File: config.mk
export PLATFORM = sky130hd
export DESIGN_NAME = ps2_keyboard_rx
export DESIGN_NICKNAME = d
export VERILOG_FILES = /design/src/rtl/ps2_pkg.sv /design/src/rtl/ps2_filter.sv /design/src/rtl/ps2_keyboard_rx.sv
export SDC_FILE = /design/constraint.sdc
export NUM_CORES = 1
export LEC_CHECK = 0
export ABC_AREA = 1
export CAP_MARGIN = 20
export CORE_UTILIZATION = 45
export CTS_CLUSTER_DIAMETER = 50
export DETAILED_ROUTE_END_ITERATION = 8
export SLEW_MARGIN = 10
export SYNTH_ARGS = -nofsm -noshare
export SYNTH_HDL_FRONTEND = slang
export SYNTH_SLANG_ARGS = --single-unit
File: constraint.sdc
create_clock -name clock -period 2.5 [get_ports clock]
set_input_delay 0.5 -clock clock [delete_from_list [all_inputs] [get_ports clock]]
set_output_delay 0.5 -clock clock [all_outputs]
set_load 0.01 [all_outputs]
File: src/rtl/ps2_pkg.sv
// Shared definitions for the PS/2 keyboard receiver.
//   ps2_state_t   : frame FSM states
//   PS2_EXT       : extended-key prefix byte
//   PS2_BRK       : break (key release) prefix byte
//   PS2_DATA_BITS : data bits per frame
//   odd_parity_ok : true when data byte plus parity bit has odd weight
package ps2_pkg;

  typedef enum logic [1:0] {
    IDLE   = 2'd0,
    DATA   = 2'd1,
    PARITY = 2'd2,
    STOP   = 2'd3
  } ps2_state_t;

  localparam logic [7:0] PS2_EXT       = 8'hE0;
  localparam logic [7:0] PS2_BRK       = 8'hF0;
  localparam int         PS2_DATA_BITS = 8;

  function automatic logic odd_parity_ok(input logic [7:0] data, input logic par);
    return ^{data, par};
  endfunction

endpackage

File: src/rtl/ps2_filter.sv
// Input conditioner for one raw PS/2 pin.
// A 2-FF synchroniser runs on every clock; the filtered level only follows
// the synchronised level after FILTER consecutive ce samples that disagree
// with the current filtered level.
// Ports:
//   clock, reset : system clock, asynchronous active-high reset
//   ce           : sampling enable for the stability counter
//   in           : raw asynchronous pin (idle high)
//   out          : filtered level (resets high)
//   fall         : one-clock pulse on the ce tick where out goes 1->0
module ps2_filter
  import ps2_pkg::*;
#(
  parameter int FILTER = 8
) (
  input  logic clock,
  input  logic reset,
  input  logic ce,
  input  logic in,
  output logic out,
  output logic fall
);

  localparam int CW = $clog2(FILTER + 1);
  localparam logic [CW-1:0] CNT_LAST = CW'(FILTER - 1);
  localparam logic [CW-1:0] CNT_ONE  = CW'(1);

  logic          sync_p0;
  logic          sync_p1;
  logic [CW-1:0] cnt;
  logic          settle;

  // stage p0/p1: metastability synchroniser, free-running on every clock
  always_ff @(posedge clock or posedge reset) begin
    if (reset) begin
      sync_p0 <= 1'b1;
      sync_p1 <= 1'b1;
    end else begin
      sync_p0 <= in;
      sync_p1 <= sync_p0;
    end
  end

  // the tick on which the new level has been seen FILTER times in a row
  assign settle = ce && (sync_p1 != out) && (cnt == CNT_LAST);
  assign fall   = settle && out;

  // stage p2: stability counter and filtered level
  always_ff @(posedge clock or posedge reset) begin
    if (reset) begin
      out <= 1'b1;
      cnt <= '0;
    end else if (ce) begin
      if (sync_p1 == out) begin
        cnt <= '0;
      end else if (settle) begin
        out <= sync_p1;
        cnt <= '0;
      end else begin
        cnt <= cnt + CNT_ONE;
      end
    end
  end

endmodule

File: src/rtl/ps2_keyboard_rx.sv
// PS/2 host-side keyboard receiver.
// Deserialises 11-bit device-clocked frames, folds the E0 (extended) and
// F0 (break) prefixes into flags, and emits one key event per scancode.
// Ports:
//   clock, reset : system clock, asynchronous active-high reset
//   ce           : sampling enable; everything except synchronisers waits on it
//   ps2Ck, ps2D  : raw PS/2 clock and data pins (inputs only, never driven)
//   strobe       : one-clock pulse marking a key event
//   press        : 1 = make, 0 = break; held until the next strobe
//   code         : scancode without prefixes; held until the next strobe
//   extended     : event carried an E0 prefix; held until the next strobe
//   error        : one-clock pulse on parity/stop error or frame timeout
module ps2_keyboard_rx
  import ps2_pkg::*;
#(
  parameter int FILTER  = 8,
  parameter int TIMEOUT = 14000
) (
  input  logic       clock,
  input  logic       reset,
  input  logic       ce,
  input  logic       ps2Ck,
  input  logic       ps2D,
  output logic       strobe,
  output logic       press,
  output logic [7:0] code,
  output logic       extended,
  output logic       error
);

  localparam int TW = $clog2(TIMEOUT);
  localparam logic [TW-1:0] TIMER_LAST = TW'(TIMEOUT - 1);
  localparam logic [TW-1:0] TIMER_ONE  = TW'(1);
  localparam logic [2:0]    BIT_LAST   = 3'(PS2_DATA_BITS - 1);

  ps2_state_t    state;
  ps2_state_t    state_nxt;
  logic [2:0]    bit_cnt;
  logic [7:0]    shreg;
  logic          par_bit;
  logic [TW-1:0] timer;
  logic          ext_flag;
  logic          brk_flag;

  logic          sample;
  logic          d_level;
  logic          ck_level_unused;
  logic          d_fall_unused;
  logic          tmo;
  logic          frame_ok;

  // stage p0..p2: synchronise and deglitch both pins with equal delay
  ps2_filter #(.FILTER(FILTER)) u_ck_filter (
    .clock (clock),
    .reset (reset),
    .ce    (ce),
    .in    (ps2Ck),
    .out   (ck_level_unused),
    .fall  (sample)
  );

  ps2_filter #(.FILTER(FILTER)) u_d_filter (
    .clock (clock),
    .reset (reset),
    .ce    (ce),
    .in    (ps2D),
    .out   (d_level),
    .fall  (d_fall_unused)
  );

  // a bit-sample event on the expiry tick wins over the timeout
  assign tmo      = ce && !sample && (state != IDLE) && (timer == TIMER_LAST);
  assign frame_ok = d_level && odd_parity_ok(shreg, par_bit);

  always_ff @(posedge clock or posedge reset) begin
    if (reset) begin
      state <= IDLE;
    end else begin
      state <= state_nxt;
    end
  end

  always_comb begin
    state_nxt = state;
    if (tmo) begin
      state_nxt = IDLE;
    end else if (sample) begin
      unique case (state)
        IDLE:    if (!d_level) state_nxt = DATA;
        DATA:    if (bit_cnt == BIT_LAST) state_nxt = PARITY;
        PARITY:  state_nxt = STOP;
        STOP:    state_nxt = IDLE;
        default: state_nxt = IDLE;
      endcase
    end
  end

  // stage p3: frame assembly, prefix flags and registered event outputs
  always_ff @(posedge clock or posedge reset) begin
    if (reset) begin
      bit_cnt  <= '0;
      shreg    <= '0;
      par_bit  <= 1'b0;
      timer    <= '0;
      ext_flag <= 1'b0;
      brk_flag <= 1'b0;
      strobe   <= 1'b0;
      press    <= 1'b0;
      code     <= '0;
      extended <= 1'b0;
      error    <= 1'b0;
    end else begin
      strobe <= 1'b0;
      error  <= 1'b0;

      if (ce) begin
        if (sample || tmo || (state == IDLE)) begin
          timer <= '0;
        end else begin
          timer <= timer + TIMER_ONE;
        end
      end

      if (tmo) begin
        ext_flag <= 1'b0;
        brk_flag <= 1'b0;
        error    <= 1'b1;
      end else if (sample) begin
        unique case (state)
          IDLE: bit_cnt <= '0;
          DATA: begin
            shreg   <= {d_level, shreg[7:1]};
            bit_cnt <= bit_cnt + 3'd1;
          end
          PARITY: par_bit <= d_level;
          STOP: begin
            if (!frame_ok) begin
              error    <= 1'b1;
              ext_flag <= 1'b0;
              brk_flag <= 1'b0;
            end else if (shreg == PS2_EXT) begin
              ext_flag <= 1'b1;
            end else if (shreg == PS2_BRK) begin
              brk_flag <= 1'b1;
            end else begin
              strobe   <= 1'b1;
              code     <= shreg;
              press    <= !brk_flag;
              extended <= ext_flag;
              ext_flag <= 1'b0;
              brk_flag <= 1'b0;
            end
          end
          default: ;
        endcase
      end
    end
  end

endmodule

==> reports/qor.csv <==
stage,metric,value,unit
critical_path,cp.arrival,2.28,ns
critical_path,critPathMaxFanout,7,
synth,avgSynthCellArea,8.774,sq um
placement,port-buffer-count,16,
synth,ys_top_cells_by_area,"dfrtp_1, nand2_1, dfstp_2",
detailed_routing,drtIter0Drc,107,
sta,finalSetupViolCount,0,
sta,finalSetupTns,0,ns
detailed_routing,routed_wl,4956,microns
run,cap_violations,0,
clocking,cts_setup_buffers,0,
clocking,htree_levels,2,
sta,rsz0062_at_grt,false,
detailed_routing,drt_first_pass_iters,4,
pwr,power.clock.fraction,31.6,%
global_routing,grt_max_degree,27,
floorplanning,die_area,0.006659,sq mm
layout,antenna_cells,0,
sta,min_period_over_period,84.21,%
floorplanning,die_w,81.60,microns
pwr,cellLeakagePower,1.498,nW
synth,synth_top_area_share,43.88,%
sta,final.min_clock_period,2.105,ns
pwr,switchingPower,0.3626,mW
critical_path,path_cells,"clkdlybuf4s50_1, nand2_1, nor3_1, nand3_1, nor2_2, nand2_2, a22oi_1, o21ai_0, nand2_1, o21ai_1",
layout,fin_area,0.003213,sq mm
sta,max_freq,475.0,MHz
clocking,cts_tree,yes,
placement,placed_area,0.003128,sq mm
placement,dpl.cell_count,417,
detailed_routing,ant_nets,0,
clocking,cts_resized,0,
sta,hold_viol_final,0,
sta,hold_ws,0.3548,ns
placement,place_congestion,0.8102,
floorplanning,core,0.006026,sq mm
critical_path,path_common_cell,nand2_1,
detailed_routing,via_count,2065,
synth,post_synth_instance_area,0.002851,sq mm
critical_path,start_kind,primary input,
placement,dp_worst_setup_slack,0.08607,ns
synth,synth_fp_nets,339,
detailed_routing,drc_errors,0,
layout,final_core_util,53.32,%
clocking,cts.path.max_buffers,2,
critical_path,critical-path-top-delay-family,simple AND/OR/NAND/NOR gates,
layout,area_growth,12.68,%
layout,fillers,573,
pwr,power.internal,1.170,mW
critical_path,worstPathRequired,2.68,ns
clocking,clock_latency,0.30,ns
global_routing,grt_overflow,0,
layout,layoutNonFillerInstCount,425,
hold_path,hp-class,flip-flop to flip-flop,
pwr,finalPower,1.532,mW
synth,ys_seq_area_share,49.41,%
sta,timing_worst_slew_pin_value,0.5913,ns
critical_path,critical_path_class,primary input to flip-flop,
pwr,p_comb_share,6.1,%
floorplanning,die_h,81.60,microns
critical_path,cp-end-kind,flip-flop,
floorplanning,rows,28,
pwr,switching_share,23.67,%
global_routing,grt_pass1_vias,1921,
sta,slew_headroom,60.22,%
status,status,completed,
synth,synth_cell_types,37,
floorplanning,start_util,47.32,%
pwr,vdd.ir_drop.worst,0.0002603,V
critical_path,crit_slowest_cell,clkdlybuf4s50_1,
synth,synth_area_leader_cell,dfrtp_1,
pwr,p_per_area,476.9,mW/mm^2
clocking,cts_made_buffers,5,
layout,layout-drive-gt1-share,16.00,%
placement,dp_hpwl,3679,microns
global_routing,grt_first_pass_wirelength,8825,microns
global_routing,grt_use_total,17.19,%
sta,fin_ws,0.3947,ns
synth,ys_ff_latch,56,
detailed_routing,wl_per_cell,11.66,microns
detailed_routing,post_drt_via_cell_ratio,4.859,
clocking,cts-hold-fix-buffers,0,
synth,ys.warnings.count,0,
pwr,seqPwrFrac,62.3,%
clocking,root_buffer,clkbuf_8,
floorplanning,io_pins,17,
clocking,cts.clk_slew.worst_paths,0.10,ns
clocking,clock_sinks,56,
sta,fin_skew,0.009176,ns
sta,drv_slew,0,
critical_path,crit_buf_inv,1,
layout,final_nets,363,
critical_path,max_stage_delay,0.62,ns
global_routing,antenna_found_initial,0,
synth,synthCells,325,
area by class of cell:
type / count / area, sq um / share of cell area (%)
tap: 75 / 93.84 / 2.921
timing repair buffer: 24 / 232.7 / 7.243
inverter: 42 / 163.9 / 5.101
clock inverter: 2 / 12.51 / 0.3894
multi-input combinational: 220 / 1229 / 38.24
sequential: 56 / 1409 / 43.85
clock buffer: 6 / 72.57 / 2.259
registers in the layout (all words and copies together) (netlist names), 2 cells and up:
name             count
shreg                8
state                2
u_ck_filter.cnt      4
code                 8
bit_cnt              3
timer               14
u_d_filter.cnt       4
worst reg2reg max path, delay by kind of cell, from the launching register on:
family,cells,cell delay (ns)
simple gates,6,0.71
flops,1,0.42
compound gates,3,0.42
fa+ha+maj,1,0.23
buf+inv,2,0.19
layout by cell type, fill, tap and decap left out, types with 6 or more instances in the layout:
cell              n
a21oi_1           6
buf_4             7
clkdlybuf4s50_1  16
dfrtp_1          50
dfstp_2           6
ha_1              9
inv_1            38
nand2_1          74
nand2_2          11
nand3_1          20
nor2_1           25
o21ai_0          17
o21ai_2          10
xor2_1            7
cell families (layout without fill, tap and decap cells):
| family | after synthesis | count (layout) | synth area share (%) |
|---|---|---|---|
| compound gates | 43 | 43 | 9.566 |
| xor+xnor | 12 | 12 | 3.686 |
| fa+ha+maj | 9 | 9 | 3.949 |
| buf+inv | 49 | 74 | 7.503 |
| flops | 56 | 56 | 49.41 |
| mux | 2 | 2 | 0.7459 |
| simple gates | 154 | 154 | 25.14 |
synthesized netlist by cell type (all sizes together):
master  number
nor3         7
a21oi        6
mux2         1
nand3       22
a22oi        1
o21ai       30
xnor2        5
clkbuf       2
buf          5
dfstp        6
a22o         3
nor4         4
a41oi        1
clkinv       2
nand4        5
mux2i        1
xor2         7
or2          1
nor2        28
ha           9
inv         40
nor3b        1
dfrtp       50
nand2       86
o22ai        2
power groups by stage:
stage                     Clock [mW]  Combinational, mW  Sequential (mW)
after CTS                      0.506             0.0966            0.955
after floorplan                    0             0.0677            0.965
after detailed placement           0             0.0955            0.973
after global routing           0.540              0.109            0.959
after global placement             0             0.0949            0.972
final                          0.484             0.0940            0.955
final timing paths:
path	end	depth (start not counted)	slack (ns)	from
min reg2reg	u_ck_filter.sync_p1	0	0.35	u_ck_filter.sync_p0
min in group asynchronous	shreg[2]	2	0.57	reset
max in group asynchronous	timer[8]	3	1.38	reset
min	u_ck_filter.sync_p1	0	0.35	u_ck_filter.sync_p0
max	state[1]	10	0.39	ce
max reg2reg	state[1]	12	0.41	state[0]
routing by layer:
metal	part of all wire [%]	track usage [%]	wire length [microns]
met1	53	26.01	2618
met2	44	25.08	2179
met3	2.2	2.667	108
met4	1.0	5.263	50
met5	0	0	0
No activity file was read; power rests on OpenSTA's default activity.
